===== src/rtl/pool_pkg.sv =====
// Shared types and helpers for the ReLU + 2x2 max-pool stage.
//   DATA_W       : default signed data width of convolution results
//   data_t       : signed data word
//   pool_state_t : frame sequencing state (IDLE between frames, RUN inside one)
//   smax         : signed maximum of two data words (result is always an input)
package pool_pkg;

    localparam int DATA_W = 8;

    typedef logic signed [DATA_W-1:0] data_t;

    typedef enum logic {
        IDLE = 1'b0,
        RUN  = 1'b1
    } pool_state_t;

    function automatic data_t smax(input data_t a, input data_t b);
        return (a > b) ? a : b;
    endfunction

endpackage


===== src/rtl/pool_line_buf.sv =====
// Half-row line buffer holding the pairwise max of the top row of each
// 2x2 window until the bottom row arrives.
//   clk   : clock
//   we    : write enable
//   idx   : entry index, shared by the write and read ports
//   wdata : data written at idx when we=1
//   rdata : combinational read of entry idx
// Contents are not reset: every entry is written on an even row before it
// is read on the following odd row.
module pool_line_buf
    import pool_pkg::*;
#(
    parameter int DEPTH = 32,
    parameter int IDX_W = 5
) (
    input  logic             clk,
    input  logic             we,
    input  logic [IDX_W-1:0] idx,
    input  data_t            wdata,
    output data_t            rdata
);

    data_t mem [DEPTH];

    always_ff @(posedge clk) begin
        if (we) begin
            mem[idx] <= wdata;
        end
    end

    assign rdata = mem[idx];

endmodule


===== src/rtl/relu_maxpool.sv =====
// Streaming ReLU followed by 2x2 / stride-2 max pooling over a square ofmap
// delivered one pixel per conv_valid in raster order. No backpressure.
//   clk, rst_n   : clock, asynchronous active-low reset
//   ofmap_size   : ofmap width = height, sampled on the first pixel of a frame
//   relu_en      : clamp negatives to zero, sampled on the first pixel of a frame
//   conv_valid   : conv_result valid this cycle
//   conv_result  : signed convolution result
//   pool_valid   : one-cycle pulse, pool_result carries a new pooled value
//   pool_result  : signed pooled value, held until the next pool_valid
//   frame_done   : one-cycle pulse after the last pixel of a frame
//   size_err     : the current/last frame's size is <2 or >MAX_OFMAP_W
module relu_maxpool #(
    parameter int DATA_W      = pool_pkg::DATA_W,
    parameter int MAX_OFMAP_W = 64
) (
    input  logic                     clk,
    input  logic                     rst_n,
    input  logic [9:0]               ofmap_size,
    input  logic                     relu_en,
    input  logic                     conv_valid,
    input  logic signed [DATA_W-1:0] conv_result,
    output logic                     pool_valid,
    output logic signed [DATA_W-1:0] pool_result,
    output logic                     frame_done,
    output logic                     size_err
);

    import pool_pkg::*;

    localparam int LB_DEPTH = MAX_OFMAP_W / 2;
    localparam int IDX_W    = $clog2(LB_DEPTH);

    pool_state_t state;
    logic [9:0]  sz;
    logic        re;
    logic [9:0]  row;
    logic [9:0]  col;
    data_t       hold;

    logic        starting;
    logic [9:0]  eff_sz;
    logic        eff_re;
    logic        eff_err;
    data_t       v;
    logic        last_col;
    logic        last_px;
    logic        lb_we;
    logic        pool_hit;
    data_t       lb_rdata;

    // The first pixel of a frame is processed with the live inputs, since
    // sz/re/size_err only take those values at the end of that cycle.
    always_comb begin
        starting = (state == IDLE);
        eff_sz   = starting ? ofmap_size : sz;
        eff_re   = starting ? relu_en : re;
        eff_err  = starting ? ((ofmap_size < 10'd2) || (ofmap_size > 10'(MAX_OFMAP_W)))
                            : size_err;
        v        = (eff_re && (conv_result < 0)) ? '0 : conv_result;
        last_col = (col == eff_sz - 10'd1);
        // Sizes 0 and 1 both make a one-pixel frame.
        last_px  = (eff_sz < 10'd2) || (last_col && (row == eff_sz - 10'd1));
        // With odd sizes the trailing even column/row never satisfies these.
        lb_we    = conv_valid && !eff_err && col[0] && !row[0];
        pool_hit = conv_valid && !eff_err && col[0] && row[0];
    end

    pool_line_buf #(
        .DEPTH (LB_DEPTH),
        .IDX_W (IDX_W)
    ) u_line_buf (
        .clk   (clk),
        .we    (lb_we),
        .idx   (col[IDX_W:1]),
        .wdata (smax(hold, v)),
        .rdata (lb_rdata)
    );

    always_ff @(posedge clk or negedge rst_n) begin
        if (!rst_n) begin
            state       <= IDLE;
            sz          <= '0;
            re          <= 1'b0;
            row         <= '0;
            col         <= '0;
            hold        <= '0;
            pool_valid  <= 1'b0;
            pool_result <= '0;
            frame_done  <= 1'b0;
            size_err    <= 1'b0;
        end else begin
            pool_valid <= 1'b0;
            frame_done <= 1'b0;
            if (conv_valid) begin
                if (starting) begin
                    sz       <= ofmap_size;
                    re       <= relu_en;
                    size_err <= eff_err;
                end
                if (!col[0]) begin
                    hold <= v;
                end
                if (pool_hit) begin
                    pool_valid  <= 1'b1;
                    pool_result <= smax(smax(lb_rdata, hold), v);
                end
                if (last_px) begin
                    state      <= IDLE;
                    row        <= '0;
                    col        <= '0;
                    frame_done <= 1'b1;
                end else begin
                    state <= RUN;
                    if (last_col) begin
                        col <= '0;
                        row <= row + 10'd1;
                    end else begin
                        col <= col + 10'd1;
                    end
                end
            end
        end
    end

endmodule


===== config.mk =====
export PLATFORM = sky130hd
export DESIGN_NAME = relu_maxpool
export DESIGN_NICKNAME = d
export VERILOG_FILES = /design/src/rtl/pool_pkg.sv /design/src/rtl/pool_line_buf.sv /design/src/rtl/relu_maxpool.sv
export SDC_FILE = /design/constraint.sdc
export NUM_CORES = 1
export LEC_CHECK = 0
export ABC_AREA = 1
export ABC_CLOCK_PERIOD_IN_PS = 4900
export CAP_MARGIN = 10
export CORE_AREA = 2 2 231 233
export CTS_CLUSTER_DIAMETER = 60
export DETAILED_ROUTE_END_ITERATION = 6
export DIE_AREA = 0 0 233 235
export GPL_TIMING_DRIVEN = 0
export PLACE_DENSITY = 0.54
export SLEW_MARGIN = 15
export SYNTH_ARGS = -nofsm -noshare
export SYNTH_HDL_FRONTEND = slang
export SYNTH_HIERARCHICAL = 1
export SYNTH_SLANG_ARGS = --single-unit

===== constraint.sdc =====
create_clock -name clk -period 4.9 [get_ports clk]
set_clock_uncertainty 0.1 [all_clocks]
set_input_delay 0.735 -clock clk [delete_from_list [all_inputs] [get_ports clk]]
set_output_delay 0.735 -clock clk [all_outputs]
set_load 0.02 [all_outputs]

==> results by group <==
Clock tree
  – CTS tree: built
  – H-tree levels: 2
  – CTS max path bufs: 3
  – Cts bufs inserted: 38
  – CTS Root Buffer Type: clkbuf_16
  – Clock Latency Late Sink: 0.52 ns
  – CTS sink count: 307
  – Clock-pin slew on the worst setup and hold paths: 0.06 ns
  – # hold bufs at CTS: 0

Power
  – P_leak: 7.67 nW
  – Worst vdd ir: 0.597 mV
  – PwrDens: 794 mW/mm²
  – Pwr Total: 0.0142 W

Drt
  – DRT Pass-1 Iters: 5
  – Vias: 11300
  – Initial DRC count: 900
  – Number of remaining DRC errors: 0
  – Drt wl/cell: 15.9 µm
  – Final ANT Viol Nets: 0
  – Routed WL: 39300 µm
  – Drt via density: 4.57

Synth
  – Yosys cell types: 38
  – Netlist Area Pre-Place: 0.0150 mm²
  – Sequential share of the synthesized area: 59.9%
  – Ys flop type: edfxtp_1
  – Post-Synthesis Mean Instance Area: 9.02 µm²
  – Post-synthesis register bit count: 307
  – EDFF count, synth: 256
  – Post-synth ARST share: 16.6%
  – Synth Net Count: 1710
  – Syn. warnings: 6
  – Number of cells produced by synthesis: 1661

GRT
  – Vias in the first global route: 11100
  – First-pass GRT wire length: 61600 µm
  – Antenna violations before repair: 0
  – GR Util All Layers: 14.4%
  – GR Overflow Total: 0
  – Largest net degree at the start of global routing: 52

Critical path
  – Startpoint types: flop
  – WP buf/inv: 6
  – Worst path max stage delay: 0.38 ns
  – Critical path fanouts, max: 10
  – Slowest cell on crit path: dfrtp_1
  – Crit path max-delay family: simple AND/OR/NAND/NOR gates
  – Nature of the critical path endpoint: flop
  – Critical setup path kind: flop to flop
  – Crit path required time: 5.21 ns
  – Crit path top cell by count: nand2_1
  – Crit path DAT: 4.89 ns

Layout
  – Commonest non-fill, non-tap cell in the layout: nand2_1
  – Area Overhead vs Synth: 19.4%
  – Final Util: 34.2%
  – Post-Layout Inst Area: 0.0179 mm²
  – Diode count: 0
  – Share of layout cells above drive strength 1: 12.0%
  – Fin nets: 1801
  – Most frequent cells in the layout: 849 x nand2_1, 256 x edfxtp_1, 84 x nor2_1, 77 x inv_1, 71 x nand3_1

Job
  – Max_cap viols: 0

Timing
  – RSZ-0062 raised after global routing: false
  – Setup violators final: 0
  – Fin. max-slew vios: 0
  – Part of the cycle the worst path needs: 93.4%
  – Slew margin rel.: 41.6%
  – Max Clock Freq: 218 MHz
  – Worst-margin pin slew: 0.873 ns
  – Clock period minus worst slack: 4.58 ns
  – Fin Hold WS: 0.151 ns
  – Final Hold Fails: 0

Placed design
  – Final HPWL DP: 27900 µm
  – PortBufs: 32
  – GPL Wtd Cong: 0.870
  – Placed cell area: 0.0164 mm²

Die
  – Initial Utilization: 28.7%
  – Die Ht: 235 µm
  – Die width: 233 µm
  – I/O pin count: 33
  – Std-Cell Rows: 84
  – Die area: 0.0548 mm²
  – Core Box Area: 0.0522 mm²

Run status
  – Status: finished clean

Hold path
  – HP Class: input port to async pin
state kept, by name, indices dropped and copies added (netlist names):
| name | count |
|---|---|
| re | 1 |
| pool_valid | 1 |
| col | 10 |
| size_err | 1 |
| state | 1 |
| row | 10 |
| frame_done | 1 |
| u_line_buf/mem | 256 |
| sz | 10 |
| hold | 8 |
| pool_result | 8 |
worst paths after layout:
path / startpoint / cells past startpoint / to / slack (ns)
max: col[1] / 33 / pool_result[0] / 0.32
min: rst_n / 1 / sz[2] / 0.15
max reg2reg: col[1] / 33 / pool_result[0] / 0.32
min reg2reg: pool_result[0] / 2 / pool_result[0] / 0.38
max in group asynchronous: rst_n / 1 / col[2] / 4.04
min in group clk: pool_result[0] / 2 / pool_result[0] / 0.38
stage by stage:
| step | TNS (ns) | worst slack (ns) | cells |
|---|---|---|---|
| floorplan | 0 | 0.659 | 1661 |
| finish | 0 | 0.321 | 2465 |
| global placement | -489.47 | -2.29 | 2381 |
| CTS | 0 | 0.00898 | 2455 |
| global route | 0 | 0.0154 | 2465 |
| detailed placement | -133.98 | -0.571 | 2389 |
layout make-up:
| type | instances | area, µm² |
|---|---|---|
| fillers | 5243 | 34400 |
| flip-flops and latches | 307 | 8960 |
| multi-input cells | 1205 | 5550 |
| clock buffers | 49 | 1010 |
| well taps | 688 | 861 |
| repair buffers | 51 | 613 |
| plain buffers | 59 | 372 |
| inverters | 90 | 338 |
| clock inverters | 16 | 171 |
cell families (layout without fill, tap and decap cells):
logic type,Yosys count,in the layout,share of synthesized area [%]
simple gates,1080,1080,29.3
flops,307,307,59.9
buf+inv,149,265,4.55
compound gates,84,84,3.22
fa+ha+maj,27,27,2.26
xor+xnor,13,13,0.760
mux,1,1,0.0668
where the power goes:
| group | switching, W | internal [W] |
|---|---|---|
| Sequential | 0.000180 | 0.00379 |
| Clock | 0.00108 | 0.00162 |
| Combinational | 0.00505 | 0.00248 |
cell usage after synthesis (all sizes together), types with 2 or more instances:
cell type | instances | area (µm²)
nand2 | 872 | 3340
edfxtp | 256 | 7690
nor2 | 101 | 422
inv | 89 | 334
nand3 | 76 | 405
o21ai | 55 | 320
dfrtp | 51 | 1280
buf | 45 | 292
ha | 27 | 338
a21oi | 23 | 115
nor3 | 15 | 115
clkbuf | 14 | 52.6
xor2 | 13 | 114
and3 | 5 | 31.3
nand4 | 4 | 25.0
nand3b | 3 | 22.5
o21a | 2 | 15.0
or2 | 2 | 12.5
worst reg2reg max path: cells and delay by family (launching register included):
kind | cells | cell delay [ns]
xor+xnor | 1 | 0.17
compound gates | 4 | 0.50
buf+inv | 6 | 1.00
fa+ha+maj | 2 | 0.59
simple gates | 20 | 1.73
flops | 1 | 0.38
per-layer routing:
metal	track usage [%]	share of wire [%]	vias to the layer above
met5	0	0	-
met3	2.86	5.2	73
met4	4.54	2.7	0
li1	-	-	5572
met1	19.2	45	5371
met2	23.5	47	245
repair_timing:
item,4_1_cts,5_1_grt
pin swaps,1,8
gates resized for setup,7,48
buffers inserted,1,10
endpoints found under the setup margin,45,186
Power figures use the tool's default switching activity.
